File: config.mk
export PLATFORM = sky130hd
export DESIGN_NAME = mem_arbiter
export DESIGN_NICKNAME = d
export VERILOG_FILES = /design/src/rtl/mem_arbiter.sv
export SDC_FILE = /design/constraint.sdc
export NUM_CORES = 1
export LEC_CHECK = 0
export CAP_MARGIN = 20
export CELL_PAD_IN_SITES_DETAIL_PLACEMENT = 1
export CELL_PAD_IN_SITES_GLOBAL_PLACEMENT = 1
export CORE_ASPECT_RATIO = 0.7
export CORE_MARGIN = 2
export CORE_UTILIZATION = 29
export DETAILED_ROUTE_END_ITERATION = 7
export PLACE_DENSITY = 0.87
export SYNTH_ARGS = -nofsm -noshare
export SYNTH_HDL_FRONTEND = slang
export SYNTH_SLANG_ARGS = --single-unit
export TNS_END_PERCENT = 100
File: constraint.sdc
create_clock -name clk -period 4 [get_ports clk]
set_input_delay 0.4 -clock clk [delete_from_list [all_inputs] [get_ports clk]]
set_output_delay 0.4 -clock clk [all_outputs]
set_load 0.03 [all_outputs]
File: src/rtl/mem_arbiter.sv
// Arbitrates one shared SRAM port between instruction fetch and data access.
// Define MEM_ARBITER_DATA_PRIORITY_EN for fixed data priority instead of round-robin.
module mem_arbiter #(
  parameter int ADDR_W  = 32,
  parameter int MEM_LAT = 1
) (
  input  logic              clk,
  input  logic              reset,
  input  logic              if_req,
  input  logic [ADDR_W-1:0] if_addr,
  output logic [31:0]       if_rdata,
  output logic              if_valid,
  input  logic              dm_req,
  input  logic              dm_we,
  input  logic [ADDR_W-1:0] dm_addr,
  input  logic [31:0]       dm_wdata,
  output logic [31:0]       dm_rdata,
  output logic              dm_valid,
  output logic              mem_cs,
  output logic              mem_oe,
  output logic              mem_we,
  output logic [ADDR_W-1:0] mem_addr,
  output logic [31:0]       mem_din,
  input  logic [31:0]       mem_dout
);

  typedef enum logic [1:0] {
    IDLE,
    IF_ACC,
    DM_ACC
  } state_t;

  localparam logic [3:0] LAST = 4'(MEM_LAT - 1);

  state_t     r_state;
  logic [3:0] r_cnt;
  logic       r_last_dm;
  logic       w_gnt_if;
  logic       w_gnt_dm;

`ifdef MEM_ARBITER_DATA_PRIORITY_EN
  assign w_gnt_dm = dm_req;
  assign w_gnt_if = if_req & ~dm_req;
`else
  // Fetch wins a tie only when data was served last.
  assign w_gnt_if = if_req & (~dm_req | r_last_dm);
  assign w_gnt_dm = dm_req & ~w_gnt_if;
`endif

  always_ff @(posedge clk or posedge reset) begin
    if (reset) begin
      r_state   <= IDLE;
      r_cnt     <= 4'd0;
      r_last_dm <= 1'b1;
      if_rdata  <= 32'd0;
      dm_rdata  <= 32'd0;
      if_valid  <= 1'b0;
      dm_valid  <= 1'b0;
      mem_cs    <= 1'b0;
      mem_oe    <= 1'b0;
      mem_we    <= 1'b0;
      mem_addr  <= '0;
      mem_din   <= 32'd0;
    end else begin
      if_valid <= 1'b0;
      dm_valid <= 1'b0;
      unique case (r_state)
        IDLE: begin
          r_cnt <= 4'd0;
          if (w_gnt_if) begin
            r_state   <= IF_ACC;
            r_last_dm <= 1'b0;
            mem_cs    <= 1'b1;
            mem_oe    <= 1'b1;
            mem_we    <= 1'b0;
            mem_addr  <= if_addr;
            mem_din   <= 32'd0;
          end else if (w_gnt_dm) begin
            r_state   <= DM_ACC;
            r_last_dm <= 1'b1;
            mem_cs    <= 1'b1;
            mem_oe    <= ~dm_we;
            mem_we    <= dm_we;
            mem_addr  <= dm_addr;
            mem_din   <= dm_we ? dm_wdata : 32'd0;
          end
        end
        IF_ACC, DM_ACC: begin
          if (r_cnt == LAST) begin
            if (r_state == IF_ACC) begin
              if_rdata <= mem_dout;
              if_valid <= 1'b1;
            end else begin
              if (!mem_we) dm_rdata <= mem_dout;
              dm_valid <= 1'b1;
            end
            r_state  <= IDLE;
            r_cnt    <= 4'd0;
            mem_cs   <= 1'b0;
            mem_oe   <= 1'b0;
            mem_we   <= 1'b0;
            mem_addr <= '0;
            mem_din  <= 32'd0;
          end else begin
            r_cnt <= r_cnt + 4'd1;
          end
        end
        default: r_state <= IDLE;
      endcase
    end
  end

endmodule

## Word-level counts from Yosys, hierarchy flattened

Cells that the tools add are included.

- Register bits after elaboration: 140
- Bits of input ports: 133
- Output and inout port bits: 133
- Word-level logic and storage cells: 66

- Add/subtract/negate cells: 1
- Eq/ne operators: 4
- Muxes and demuxes: 31
- Bitwise logic cells: 8
- Reductions and logical operators: 10

Operator list:

| operator | number |
|---|---|
| $mux 32 | 6 |
| $pmux 32 s2 | 2 |
| $mux 1 | 14 |
| $pmux 4 s2 | 1 |
| $mux 2 | 3 |
| $pmux 1 s2 | 3 |
| $reduce_and 3->1 | 2 |
| $not 1->1 | 5 |
| $add 4x1->4 const B | 1 |
| $logic_not 4->1 | 1 |
| $mux 4 | 1 |
| $pmux 2 s2 | 1 |
| $reduce_and 2->1 | 2 |
| $reduce_and 4->1 | 1 |
| $reduce_bool 2->1 | 2 |
| $ne 3x3->1 const B | 1 |
| $and 1x1->1 | 2 |
| $eq 2x1->1 const B | 1 |
| $eq 2x2->1 const B | 1 |
| $logic_not 2->1 | 1 |
| $ne 2x2->1 const B | 1 |
| $reduce_or 2->1 | 1 |
| $or 1x1->1 | 1 |

## Longest topological paths before layout

- Depth after elaboration: 8
- Mapped depth: 10
- Mapped depth without buffers: 6

## Worst setup path before layout

No wires, ideal clock.

- Kind: reg2reg
- From: register r_cnt[0]
- To: register dm_rdata[0]
- Library setup time: 0.125 ns
- Data arrival time: 1.968 ns
- Required time: 3.875 ns
- Slack: 1.907 ns
- Stages on the path, launching flop included: 9
- Path buffers: 3
- Clock period less this slack: 2.093 ns
- Cell sequence: dfrtp_1 inv_1 ha_1 or3b_1 buf_2 or3_1 buf_6 buf_12 mux2_4

- Cells in the longest elaborated chain, start to end: 2

Ends and longest elaborated chain:

| item | line | source |
|---|---|---|
| start: declaration | 36 | `logic [3:0] r_cnt;` |
| start signal: assignment | 105 | `r_cnt <= r_cnt + 4'd1;` |
| $logic_not 4->1 | 89 | `if (r_cnt == LAST) begin` |
| $reduce_and 4->1 (no source line) | - |  |
| end signal: assignment | 94 | `if (!mem_we) dm_rdata <= mem_dout;` |
| end: declaration | 17 | `output logic [31:0] dm_rdata,` |

Every way passes these cells.
A chain may end at the register's enable or synchronous reset.

## Worst setup path after layout

- From: register r_state[1]
- To: register mem_addr[8]

- Cells in the longest elaborated chain, start to end: 4
- Elaborated cells on any way between the ends: 9
- Classes of those cells: 4 x eq/ne; 1 x mux; 4 x reduce/logical

Ends and longest elaborated chain:

| item | line | source |
|---|---|---|
| start: declaration | 35 | `state_t r_state;` |
| start signal: assignment | 52 | `r_state <= IDLE;` |
| start signal: assignment | 71 | `r_state <= IF_ACC;` |
| start signal: assignment | 79 | `r_state <= DM_ACC;` |
| $eq 2x1->1 or $eq 2x2->1 (tied branches) | 67 | `unique case (r_state)` |
| $reduce_or 2->1 | 67 |  |
| $ne 2x2->1 (no source line) or $reduce_bool 2->1 (tied branches) | - |  |
| $reduce_and 3->1 (no source line) | - |  |
| end signal: assignment | 76 | `mem_addr <= if_addr;` |
| end signal: assignment | 84 | `mem_addr <= dm_addr;` |
| end: declaration | 22 | `output logic [ADDR_W-1:0] mem_addr,` |

Parallel ways exist; a longest one is shown, timed or not.

==> results.toml <==
[logic_synthesis]
synthArstFlopShare_pct = 100
ys_types = 34
synth-edff-count = 0
synth_top_cell_by_area = "dfrtp_1"
syn_avg_cell_area_um2 = 12.3
ys_ff_latch = 140
synth_area_um2 = 5970
yosysSeqAreaShare_pct = 58.7
syn_inst = 487
yosys_warnings = 0
synth_nets = 625
synth_top_area_share_pct = 58.3
synth_most_common_cell = "dfrtp_1"
synth_area_leaders = "dfrtp_1, mux2_4, mux2_2"
synth_ff_type = "dfrtp_1"
synthTopCellsByCount = "dfrtp_1, nand2_1, o21ai_0"

[placed_design]
place.gp.congestion = 0.767
dp_worst_setup_slack_ns = 1.11
portBuffers = 265
dpl.hpwl_um = 13200

[clock_tree]
cts_tree = "built"
cts_max_level = 4
ctsResizeCount = 0
clock-sinks = 140
clkLatencyLatePin_ns = 0.42
post_cts.repair.setup_buffers = 0
cts.path.max_buffers = 2
cts.clk_slew.worst_paths_ns = 0.06
cts_made_buffers = 17
root_buffer = "clkbuf_16"
hold_buffers = 0

[die]
die_x_um = 175
start_util_pct = 29.8
num_rows = 43
fp.coreArea_um2 = 20000
die_area_um2 = 21800
io_pins = 266
die_h_um = 124

[cells_and_area]
nets = 883
drive_gt1_share_pct = 14.1
diodes = 0
area_growth_pct = 58.0

[worst_setup_path]
cp-end-kind = "register"
critPathMaxFanout = 32
r2r_start = "r_state[1]"
worstSetupPathType = "reg2reg"
arrival_ns = 2.95
worstSetupStartpoint = "r_state[1]"
start_kind = "register"
cp.required_ns = 4.24

[timing]
tns_ns = 0
worst_pin_slew_ns = 1.08
postLayoutSetupSlackWorst_ns = 1.29
grt_setup_unrepaired = "false"
period_needed_ns = 2.71
finalSetupViolCount = 0
fmax_mhz = 370
relSlewSlack_pct = 27.9
skew_ns = 0.00790
min_period_over_period_pct = 67.7
hold_viol_final = 0
drv_slew = 0

[routing]
drc_errors = 0
drt_wl_total_um = 18000
first_pass_iters = 4
vias = 4564
vias_per_cell = 4.44
drt_iter0_markers = 174
routedWlPerCell_um = 17.5
antenna_left = 0

[min_path]
hp-class = "in2async"

[pwr]
p_leak_nw = 4.20
power_mw = 8.66
powerDensity_nw_per_um2 = 919
max-vdd-ir-drop_v = 0.000493

[flow_run]
drv_cap = 0

[outcome]
status = "complete, no violations"

[grt]
grt_use_total_pct = 16.6
grt_max_degree = 99
use_met1_pct = 21.1
antenna_found_initial = 0
grt-ovfl-total = 0
top_usage_layer = "met2"
grt_pass1_vias = 5055
met2_usage_pct = 27.5
grt_first_pass_wirelength_um = 27800
grt_util_met3_pct = 5.07
==> cells by family (layout without fill, tap and decap cells) <==
| family | Yosys count | after routing | synth area share (%) |
|---|---|---|---|
| adder cells (fa/ha/maj) | 5 | 5 | 1.05 |
| flip-flops | 140 | 140 | 58.7 |
| multiplexers | 96 | 96 | 19.3 |
| buffers and inverters | 70 | 341 | 5.68 |
| AO/OA/AOI/OAI | 84 | 84 | 8.89 |
| AND/OR/NAND/NOR | 92 | 92 | 6.31 |
==> critical path: stages (launching register included) <==
cell	delay [ns]
dfrtp_1	0.40
inv_1	0.11
ha_1	0.36
nor3b_1	0.56
or3_1	0.84
o21ai_0	0.23
==> final cells by class <==
class	count	area (um2)
repair buffers	270	2700
inverters	39	150
clock inverters	15	153
clock buffers	17	425
multi-input cells	277	2150
flip-flops and latches	140	3500
well taps	270	338
fillers	2121	10600
==> per-stage QoR <==
step	cells	util [%]	hold WS, ns	cell area, um2
finish	1028	47.1	0.469	9430
global placement	996	44.2	0.459	8850
detailed placement	996	44.2	0.466	8850
CTS	1028	47.1	0.479	9430
floorplan	487	-	0.470	5970
global route	1028	47.1	0.506	9430
==> sequential cells by signal, summed over array words and instances (netlist names) <==
register,flops
mem_din,32
dm_rdata,32
if_rdata,32
mem_we,1
mem_addr,32
r_state,2
mem_oe,1
if_valid,1
dm_valid,1
mem_cs,1
r_last_dm,1
r_cnt,4
==> cells in the final DEF (no fill, tap or decap), types with 2 or more instances in the layout <==
master / count
nand2_1: 73
mux2_2: 34
clkinvlp_4: 2
clkdlybuf4s50_1: 265
inv_1: 38
mux2_4: 30
mux2i_1: 32
inv_6: 5
buf_4: 4
nor2_1: 6
clkbuf_16: 17
inv_8: 2
a22o_1: 3
o31ai_1: 33
dfrtp_1: 139
nor2b_1: 2
clkinv_4: 5
ha_1: 5
o21ai_0: 40
nand3_1: 2
==> routing by layer <==
metal  vias up  part of all wire, %
met2       149                   48
met5         -                    0
met1      2227                   45
met3        16                  6.2
li1       2172                    -
met4         0                  1.5
==> report_power, final <==
| part | leakage, nW | switching (mW) | internal (mW) |
|---|---|---|---|
| combinational | 2.17 | 2.63 | 2.02 |
| clock | 0.283 | 0.669 | 0.877 |
| sequential | 1.75 | 0.374 | 2.09 |
==> path summary, 6_finish.rpt <==
path | to | slack, ns | cells past startpoint
max reg2reg | mem_addr[8] | 1.29 | 5
max | mem_addr[8] | 1.29 | 5
min reg2reg | mem_din[14] | 0.48 | 2
min | if_rdata[19] | 0.47 | 2
max in group asynchronous | mem_addr[14] | 2.64 | 3
min in group clk | mem_din[14] | 0.48 | 2
Power figures use the tool's default switching activity.
